### src/rtl/srl_fifo_pkg.sv
// Shared constants and read-address helper for the SRL32-based 64-deep FIFO.
package srl_fifo_pkg;

   localparam int DEPTH  = 64;
   localparam int ADDR_W = 6;
   localparam int CNT_W  = 7;

   localparam logic [CNT_W-1:0] DEPTH_CNT = CNT_W'(DEPTH);

   // Head of the shift chain sits at occupancy-1; an empty FIFO points at entry 0.
   function automatic logic [ADDR_W-1:0] rd_addr(input logic [CNT_W-1:0] cnt);
      if (cnt == '0)
         return '0;
      else
         return ADDR_W'(cnt - CNT_W'(1));
   endfunction

endpackage

### src/rtl/srl64_bit.sv
// One FIFO bit column: two cascaded 32-entry shift registers (SRLC32E style)
// with the upper/lower halves selected by addr[5] (MUXF7_L style).
// Storage has no reset; it powers up to zero like SRL hardware.
module srl64_bit
   import srl_fifo_pkg::*;
(
   input  logic              clk,
   input  logic              ce,
   input  logic              d,
   input  logic [ADDR_W-1:0] addr,
   output logic              q
);

   logic [31:0] lo = '0;
   logic [31:0] hi = '0;

   // Shift both halves on an accepted write; lower Q31 cascades into upper D.
   always_ff @(posedge clk) begin
      if (ce) begin
         lo <= {lo[30:0], d};
         hi <= {hi[30:0], lo[31]};
      end
   end

   assign q = addr[5] ? hi[addr[4:0]] : lo[addr[4:0]];

endmodule

### src/rtl/srl_fifo64.sv
// 64-deep first-word-fall-through FIFO on SRL32 columns.
// Optional build macro SRL_FIFO_OREG_EN adds a registered output stage
// (capacity 65, write-to-valid latency 2). Default: combinational DOUT.
module srl_fifo64
   import srl_fifo_pkg::*;
#(
   parameter int WIDTH     = 8,
   parameter int AFULL_LVL = 60
) (
   input  logic             CLK,
   input  logic             RST,
   input  logic [WIDTH-1:0] DIN,
   input  logic             WR_EN,
   output logic             WR_RDY,
   output logic [WIDTH-1:0] DOUT,
   output logic             VALID_O,
   input  logic             RD_EN,
   output logic [CNT_W-1:0] COUNT,
   output logic             AFULL
);

   localparam logic [CNT_W-1:0] AFULL_CNT = CNT_W'(AFULL_LVL);

   logic [CNT_W-1:0]  cnt_p0;
   logic [ADDR_W-1:0] addr;
   logic [WIDTH-1:0]  head;
   logic              srl_vld;
   logic              wr_acc;
   logic              pop;

   assign WR_RDY  = cnt_p0 < DEPTH_CNT;
   assign srl_vld = cnt_p0 != '0;
   assign addr    = rd_addr(cnt_p0);
   assign wr_acc  = WR_EN & WR_RDY & ~RST;

   for (genvar i = 0; i < WIDTH; i++) begin : g_col
      srl64_bit u_col (
         .clk  (CLK),
         .ce   (wr_acc),
         .d    (DIN[i]),
         .addr (addr),
         .q    (head[i])
      );
   end

   // --- stage p0: SRL occupancy; a write and a pop together leave it unchanged
   always_ff @(posedge CLK) begin
      if (RST) begin
         cnt_p0 <= '0;
      end else begin
         case ({wr_acc, pop})
            2'b10:   cnt_p0 <= cnt_p0 + CNT_W'(1);
            2'b01:   cnt_p0 <= cnt_p0 - CNT_W'(1);
            default: cnt_p0 <= cnt_p0;
         endcase
      end
   end

`ifdef SRL_FIFO_OREG_EN
   logic             vld_p1;
   logic [WIDTH-1:0] dout_p1;

   // SRL head moves into the output flop whenever the flop is empty or being read.
   assign pop = srl_vld & (~vld_p1 | RD_EN);

   // --- stage p1: registered output word and its valid flag
   always_ff @(posedge CLK) begin
      if (RST) begin
         vld_p1  <= 1'b0;
         dout_p1 <= '0;
      end else if (pop) begin
         vld_p1  <= 1'b1;
         dout_p1 <= head;
      end else if (RD_EN) begin
         vld_p1  <= 1'b0;
      end
   end

   assign VALID_O = vld_p1;
   assign DOUT    = dout_p1;
   assign COUNT   = cnt_p0 + CNT_W'(vld_p1);
`else
   assign pop     = RD_EN & srl_vld;
   assign VALID_O = srl_vld;
   assign DOUT    = head;
   assign COUNT   = cnt_p0;
`endif

   assign AFULL = COUNT >= AFULL_CNT;

endmodule

### config.mk
export PLATFORM = sky130hd
export DESIGN_NAME = srl_fifo64
export DESIGN_NICKNAME = d
export VERILOG_FILES = /design/src/rtl/srl_fifo_pkg.sv /design/src/rtl/srl64_bit.sv /design/src/rtl/srl_fifo64.sv
export SDC_FILE = /design/constraint.sdc
export NUM_CORES = 1
export LEC_CHECK = 0
export ABC_AREA = 1
export CAP_MARGIN = 20
export CORE_UTILIZATION = 39
export DETAILED_ROUTE_END_ITERATION = 16
export SYNTH_ARGS = -nofsm -noshare
export SYNTH_HDL_FRONTEND = slang
export SYNTH_SLANG_ARGS = --single-unit
### constraint.sdc
create_clock -name CLK -period 25.7 [get_ports CLK]
set_clock_uncertainty 0.2 [all_clocks]
set_input_delay 3.855 -clock CLK [delete_from_list [all_inputs] [get_ports CLK]]
set_output_delay 3.855 -clock CLK [all_outputs]
set_load 0.1 [all_outputs]
# [After elaboration in Yosys (flattened, before gate mapping)]
# Index checks and enable logic that the tools add are counted.
[word_totals] regBits=519 in_bits=12 output_inout_bits=18 wordCells=73
[op_classes] add_sub_neg=2 order_cmp=3 n_eq_ne=2 mux=42 bitwise_logic=4 reduce_logical=3
[op_table] operator="$bmux 1 s5" count=16
[op_table] operator="$mux 1" count=24
[op_table] operator="$pmux 7 s2" count=1
[op_table] operator="$add 7x1->7 const B" count=1
[op_table] operator="$ge 7x6->1 const B" count=1
[op_table] operator="$logic_not 7->1" count=1
[op_table] operator="$lt 7x7->1 const B" count=1
[op_table] operator="$reduce_bool 7->1" count=1
[op_table] operator="$sub 7x1->7 const B" count=1
[op_table] operator="$lt 5x6->1 const B" count=1
[op_table] operator="$mux 6" count=1
[op_table] operator="$and 1x1->1" count=3
[op_table] operator="$eq 2x1->1 const B" count=1
[op_table] operator="$eq 2x2->1 const B" count=1
[op_table] operator="$reduce_bool 2->1" count=1
[op_table] operator="$not 1->1" count=1

# [Depth between registers and ports, before layout]
# Gate-level depths: netlist (run 1).
[logic_depth] ltp_word=5 ltp_mapped=18 mapped_depth_nobuf=14

# [Hierarchy]
# From an unflattened synthesis (run 1), not the netlist that was laid out.
[hier_totals] cells_unflattened=1823 area_unflattened_um2=21584.5
[modules_own_cells] mod="srl64_bit" instances=8 cells_each=216 area_per_inst_um2=2620.0 seq_area_each_um2=1921.8
[modules_own_cells] mod="srl_fifo64" instances=1 cells_each=95 area_per_inst_um2=624.3 seq_area_each_um2=140.1

# [Worst setup path before layout (run 1)]
# No wires, ideal clock.
[synth_path] path_type="input -> register" start="in RST" end="reg g_col[0].u_col.hi[0], enable pin" setup_ns=0.858 arrival_ns=13.940 required_time_ns=24.642 setup_slack_ns=10.702 cell_stages=3 n_path_buf=0 cell_sequence="inv_1 -> nand3_1 -> inv_1"
[synth_via] elab_chain_cells=2
[synth_lines] element="start, declared" line="srl_fifo64.sv:11" text="input logic RST,"
[synth_lines] element="$not 1->1" line="srl_fifo64.sv:34" text="assign wr_acc = WR_EN & WR_RDY & ~RST;"
[synth_lines] element="$and 1x1->1" line="srl_fifo64.sv:34"
[synth_lines] element="via g_col[0].u_col.ce" line="srl64_bit.sv:8" text="input logic ce,"
[synth_lines] element="end signal, assigned" line="srl64_bit.sv:21" text="hi <= {hi[30:0], lo[31]};"
[synth_lines] element="end, declared" line="srl64_bit.sv:15" text="logic [31:0] hi = '0;"
# The timed path passes the listed nets, and every way through them passes these cells.
# A chain may end at the register's enable or synchronous reset.

# [Final worst setup path (run 1)]
[layout_path] start="reg cnt_p0[0] (netlist: COUNT[0])" end="out DOUT[5]"
[layout_via] elab_chain_cells=5 word_cells_on_any_way=8 cone_classes="add/sub: 1; mux: 6; reduce/logical: 1"
[layout_lines] element="start, declared" line="srl_fifo64.sv:24" text="logic [CNT_W-1:0] cnt_p0;"
[layout_lines] element="start signal, assigned" line="srl_fifo64.sv:52" text="2'b10: cnt_p0 <= cnt_p0 + CNT_W'(1);"
[layout_lines] element="start signal, assigned" line="srl_fifo64.sv:53" text="2'b01: cnt_p0 <= cnt_p0 - CNT_W'(1);"
[layout_lines] element="start signal, assigned" line="srl_fifo64.sv:54" text="default: cnt_p0 <= cnt_p0;"
[layout_lines] element="$sub 7x1->7 or $logic_not 7->1 (tied branches)"
[layout_lines] element="$mux 6 *" line="srl_fifo_pkg.sv:12" text="if (cnt == '0)"
[layout_lines] element="$bmux 1 s5" line="srl64_bit.sv:25" text="assign q = addr[5] ? hi[addr[4:0]] : lo[addr[4:0]];"
[layout_lines] element="$mux 1 (not written as such)" line="srl64_bit.sv:25"
[layout_lines] element="$mux 1 *" line="srl64_bit.sv:25"
[layout_lines] element="end, declared" line="srl_fifo64.sv:15" text="output logic [WIDTH-1:0] DOUT,"
# Every way passes the cells marked *; elsewhere a longest branch is shown, timed or not. The select of a mux whose other input is x is not followed.

==> summary.md, run 1 <==
| Metric | Value |
|---|---|
| CP max FO | 115 |
| Sum Neg Setup Slack | 0 ns |
| Count of pins on the block boundary | 30 |
| Minimum setup slack after placement | 15.31 ns |
| Max Cap Violations | 0 |
| Max_slew headroom | 0.251 |
| Slowest cell on crit path | sky130_fd_sc_hd__clkdlybuf4s50_1 |
| Mean post-synth cell area | 11.6 µm² |
| Crit path cell chain | inv_8 > ha_1 > inv_2 > nor2_2 > nand3_4 > nand2_4 > buf_4 > buf_4 > o21ai_0 > nand3_1 > nand3_1 > nand3_1 > nand3_1 > nand2_1 > clkdlybuf4s50_1 |
| WHS Path Cells | 0 |
| Weighted congestion reported at the end of routability-driven placement | 0.771 |
| Initial core utilization | 0.397 |
| Synth Net Count | 1952 |
| Die Span Y | 242 µm |
| Number of buffers created by CTS | 53 |
| TritonCTS clock tree | yes |
| Max-slew violations | 0 |
| WL/cell | 18.4 µm |
| Final period utilization | 0.426 |
| Cell count along the critical path | 15 |
| HP Class | flop to flop |
| Placeable core area | 0.0567 mm² |
| Transition at the pin with the smallest max-transition slack | 1.12 ns |
| Number of antenna repair diodes | 0 |
| Overall via count from detail_route | 14300 |
| Residual antenna-violating net count after detailed routing | 0 |
| Unrepaired setup endpoints after global routing | no |
| Die Area | 0.0587 mm² |
| Clock slew at reported path FFs | 0.06 ns |
| Placed wire-length estimate after detailed placement | 25200 µm |
| Clk root buf | sky130_fd_sc_hd__clkbuf_16 |
| Tot GR Track Use | 0.170 |
| Antenna violations before repair | 0 |
| Number of design-rule violations left by the first detailed-router iteration | 1540 |
| Post-Place Cell Area | 0.0233 mm² |
| Number of placement rows | 87 |
| Fraction of the yosys area taken by sequential cells | 0.689 |
| Most repeated library cell on the critical path | sky130_fd_sc_hd__nand3_1 |
| Most instantiated flip-flop cell in the synthesis netlist | sky130_fd_sc_hd__edfxtp_1 |
| Post-CTS sizing | 0 |
| Post-synthesis cell type count | 29 |
| Achievable frequency | 91.4 MHz |
| Worst EP arrival | 6.88 ns |
| Horiz. Die Dim | 242 µm |
| First-pass GRT wire length | 80700 µm |
| Net total in the final layout | 1919 |
| Fraction of final layout cells sized beyond drive strength 1 | 0.0858 |
| Number of inserted filler cells in the final layout | 5081 |
| Number of buffers added for setup after CTS | 0 |
| Number of global-route vias before repair | 14400 |
| Total standard cell area after synthesis | 0.0225 mm² |
| # DRC | 0 |
| Count of cells along the worst register-to-register path | 5 |
| Flip-flop and latch count after synthesis | 519 |
| # H-tree levels | 2 |
| Total overflow reported by the global router | 0 |
| Worst path setup slack after routing | 14.76 ns |
| Number of iterations in the first detailed-routing pass | 5 |
| Final Hold Violating Endpoints | 0 |
| Sinks on the clock net | 519 |
| Element type at the critical path end | output port |
| Minimum clock period | 10.94 ns |
| CTS hold repair buffers | 0 |
| Gate count of the mapped netlist | 1937 |
| Share of async-settable or async-resettable flops after synthesis | 0 |
| Pin count of the biggest net entering global routing | 158 |
| Post-synth EDFFs | 512 |
| Layout Cell Area excl Fill | 0.0250 mm² |
| Final setup vio count | 0 |
| Routed WL | 49800 µm |
| Yosys warning count | 0 |
| Startpoint type of the worst setup path | flop |
| Clock Path Buffers | 3 |
| Top cell family by delay on the critical path | buffers and inverters |
| Synthesis-to-finish area growth | 11.1% |
| Crit Path Category | flop to output port |
| Via-per-instance ratio | 5.31 |
| Slowest Stage Delay on Critical Path | 1.16 ns |
| Count of buffers from port buffering | 29 |
| Worst path required time | 21.64 ns |
| Result of the run | complete, no violations |
| Worst path bufs/invs | 5 |
| Clock latency on the worst-skew pair | 0.60 ns |
-- synthesized netlist by cell type (11+ instances only) --
cell type                   instances  area share
sky130_fd_sc_hd__edfxtp_1         512        0.68
sky130_fd_sc_hd__nand3_1          464        0.10
sky130_fd_sc_hd__inv_1            192       0.032
sky130_fd_sc_hd__nand2_1          167       0.028
sky130_fd_sc_hd__nor2_1           152       0.025
sky130_fd_sc_hd__nand3b_1         143       0.048
sky130_fd_sc_hd__buf_2             71       0.016
sky130_fd_sc_hd__or2_2             57       0.016
sky130_fd_sc_hd__o21ai_0           43      0.0096
sky130_fd_sc_hd__clkbuf_1          40      0.0067
sky130_fd_sc_hd__o21ai_1           22      0.0049
sky130_fd_sc_hd__buf_4             15      0.0050
sky130_fd_sc_hd__o2111ai_1         11      0.0043
-- metrics by stage --
stage	utilization	hold slack (ns)	cells
after global routing	0.441	0.229	2702
after CTS	0.441	0.222	2702
after global placement	0.411	0.222	2605
after detailed placement	0.411	0.225	2605
after floorplan	-	0.217	1937
final	0.441	0.223	2702
-- logic make-up (layout without fill, tap and decap cells) --
kind of cell | Yosys count | in the layout | synth area share
compound gates | 86 | 86 | 0.0216
xor+xnor | 7 | 7 | 0.00272
fa+ha+maj | 3 | 3 | 0.00167
buf+inv | 332 | 341 | 0.0622
flops | 519 | 519 | 0.689
simple gates | 990 | 990 | 0.222
-- cell usage in the layout, fill, tap and decap left out, drive strengths merged --
cell type      instances
o221a                  1
a21oi                  6
a221oi                 1
o2111ai               11
ha                     3
nand3b               143
clkinv                24
or2                   57
nand2                168
o21bai                 1
nand3                465
a31oi                  1
clkbuf                64
bufinv                 7
nor3                   2
nor2                 155
inv                  197
dfxtp                  7
xor2                   7
o21ai                 65
edfxtp               512
buf                   20
clkdlybuf4s50         29
-- path summary, 6_finish.rpt --
| check | from | to | slack, ns |
|---|---|---|---|
| max | COUNT[0] | DOUT[5] | 14.76 |
| min | g_col[1].u_col.lo[31] | g_col[1].u_col.hi[0] | 0.22 |
| max reg2reg | COUNT[6] | g_col[6].u_col.lo[6] | 21.77 |
| min reg2reg | g_col[1].u_col.lo[31] | g_col[1].u_col.hi[0] | 0.22 |
-- area by class of cell --
type                    instances  area (µm²)  area share
flip-flops and latches        519       15500       0.621
multi-input cells            1086        5630       0.225
clock buffers                  64        1370      0.0547
well taps                     756         946      0.0378
inverters                     195         747      0.0299
repair buffers                 49         453      0.0181
clock inverters                33         343      0.0137
-- metal layers --
layer / vias up / track usage / part of all wire
met5: - / 0 / 0
met4: 0 / 0.0406 / 0.017
met3: 64 / 0.0316 / 0.061
met2: 398 / 0.261 / 0.44
met1: 7157 / 0.250 / 0.48
li1: 6728 / - / -
-- sequential cells by signal, summed over array words and instances, names as in the netlist --
name / count
g_col.u_col.lo: 256
g_col.u_col.hi: 256
COUNT: 7
Power of run 1 is left out: the tool's default activity adds up to more than one toggle a clock period on the data nets, which glitch-free logic cannot reach.
==> inputs of run 2 (changes only) <==
clock period = 9.3 ns   (was 25.7 ns; I/O delays follow)
==> summary.md, run 2 (synthesis results as in run 1) <==
| Metric | Value |
|---|---|
| Layout Cell Area excl Fill | 0.0250 mm² |
| Worst path required time | 7.71 ns |
| Leading cell type in the layout, fill and taps excluded | sky130_fd_sc_hd__edfxtp_1 |
| CP max FO | 49 |
| Placeable core area | 0.0567 mm² |
| Overall via count from detail_route | 14200 |
| Synthesis-to-finish area growth | 11.0% |
| Minimum setup slack after placement | 2.36 ns |
| Most repeated library cell on the critical path | sky130_fd_sc_hd__nand3_1 |
| Startpoint type of the worst setup path | flop |
| Via-per-instance ratio | 5.26 |
| Number of inserted filler cells in the final layout | 5140 |
| Fraction of final layout cells sized beyond drive strength 1 | 0.0871 |
| Achievable frequency | 138 MHz |
| Placed wire-length estimate after detailed placement | 25700 µm |
| Origin of the critical flop-to-flop path | COUNT[0] |
| Worst slack on hold paths | 0.234 ns |
| HP Class | flop to flop |
| Die Span Y | 242 µm |
| Slowest Stage Delay on Critical Path | 1.18 ns |
| Weighted congestion reported at the end of routability-driven placement | 0.786 |
| Worst path setup slack after routing | 2.04 ns |
| Number of iterations in the first detailed-routing pass | 5 |
| Transition at the pin with the smallest max-transition slack | 1.29 ns |
| Slowest cell on crit path | sky130_fd_sc_hd__clkdlybuf4s50_1 |
| Unrepaired setup endpoints after global routing | no |
| CTS hold repair buffers | 0 |
| Clk root buf | sky130_fd_sc_hd__clkbuf_16 |
| Clock slew at reported path FFs | 0.06 ns |
| Commonest non-fill, non-tap cells in the layout | sky130_fd_sc_hd__edfxtp_1, sky130_fd_sc_hd__nand3_1, sky130_fd_sc_hd__inv_1 |
| Final setup vio count | 0 |
| Final Hold Violating Endpoints | 0 |
| WHS Path Cells | 0 |
| # DRC | 0 |
| Number of design-rule violations left by the first detailed-router iteration | 1491 |
| # H-tree levels | 2 |
| Crit Path Category | flop to output port |
| Count of cells along the worst register-to-register path | 11 |
| Die Area | 0.0587 mm² |
| Number of global-route vias before repair | 13900 |
| Routed WL | 49600 µm |
| Total overflow reported by the global router | 0 |
| Element type at the critical path end | output port |
| Post-CTS sizing | 0 |
| Worst hold path endpoint | g_col[4].u_col.hi[3] |
| TritonCTS clock tree | yes |
| WL/cell | 18.3 µm |
| Residual antenna-violating net count after detailed routing | 0 |
| Number of antenna repair diodes | 0 |
| Clock latency on the worst-skew pair | 0.60 ns |
| Max Cap Violations | 0 |
| First-pass GRT wire length | 79800 µm |
| Count of pins on the block boundary | 30 |
| Setup crit start | COUNT[0] |
| Post-Place Cell Area | 0.0234 mm² |
| Antenna violations before repair | 0 |
| Tot GR Track Use | 0.170 |
| Final period utilization | 0.781 |
| Launch instance of the worst min-delay path | g_col[4].u_col.hi[2] |
| Initial core utilization | 0.397 |
| Minimum clock period | 7.27 ns |
| Number of placement rows | 87 |
| Number of buffers added for setup after CTS | 0 |
| Non-filler instance count after layout | 2707 |
| Clock Path Buffers | 3 |
| Max_slew headroom | 0.143 |
| Horiz. Die Dim | 242 µm |
| Result of the run | complete, no violations |
| Worst reg2reg endpoint | COUNT[2] |
| Count of buffers from port buffering | 29 |
| Pin count of the biggest net entering global routing | 216 |
| Number of buffers created by CTS | 53 |
| Post-placement cell count | 2612 |
| Crit path cell chain | buf_4 > inv_8 > ha_1 > inv_2 > nor2_2 > nand3_4 > buf_4 > nand2_8 > inv_2 > buf_12 > nand3_1 > nand3_1 > nand3_1 > nand3_1 > nand3_1 > nand2_1 > clkdlybuf4s50_1 |
| Net total in the final layout | 1927 |
| Sinks on the clock net | 519 |
| Worst EP arrival | 5.67 ns |
| Setup slack, reg-to-reg | 6.33 ns |
| Max-slew violations | 0 |
run 2: cell types whose count changed in the layout (fill, tap and decap cells not counted), sizes merged:
cell and delta:
clkinvlp +3, inv -3, clkinv -13, clkdlybuf4s50 -4, bufinv -7, clkbuf +17, buf +12
run 2: how the worst max path moves through the flow:
stage,to,slack (ns),cells past startpoint
floorplan,g_col[0].u_col.hi[0],-0.47,3
global placement,DOUT[4],2.41,16
detailed placement,DOUT[5],2.36,16
CTS,DOUT[5],1.68,16
global route,DOUT[4],1.68,17
finish,DOUT[4],2.04,17
run 2: routing by layer:
| layer | part of all wire | vias to the layer above | GRT usage | wire length (µm) |
|---|---|---|---|---|
| met1 | 0.47 | 7000 | 0.250 | 23200 |
| met5 | 0 | - | 0 | 0 |
| met2 | 0.45 | 439 | 0.260 | 22300 |
| met3 | 0.062 | 69 | 0.0316 | 3080 |
| met4 | 0.018 | 0 | 0.0408 | 889 |
| li1 | - | 6730 | - | - |
run 2: cell type report:
| class | count | area (µm²) | area share |
|---|---|---|---|
| timing repair buffer | 57 | 548 | 0.0219 |
| inverter | 195 | 759 | 0.0304 |
| multi-input combinational | 1086 | 5640 | 0.226 |
| clock inverter | 13 | 60.1 | 0.00240 |
| clock buffer | 81 | 1510 | 0.0606 |
| sequential | 519 | 15500 | 0.621 |
| tap | 756 | 946 | 0.0379 |
run 2: worst max-delay path: cells and delay by family (launching register included):
kind                     cells  cell delay [ns]
adder cells (fa/ha/maj)      1             0.28
buffers and inverters        7             2.91
flip-flops                   1             0.61
AND/OR/NAND/NOR              9             1.18
run 2: metrics by stage:
stage                     setup TNS, ns  utilization
final                                 0        0.441
after floorplan                 -241.27            -
after global placement                0        0.412
after global routing                  0        0.441
after detailed placement              0        0.412
after CTS                             0        0.440
Power of run 2 is left out for the same reason.
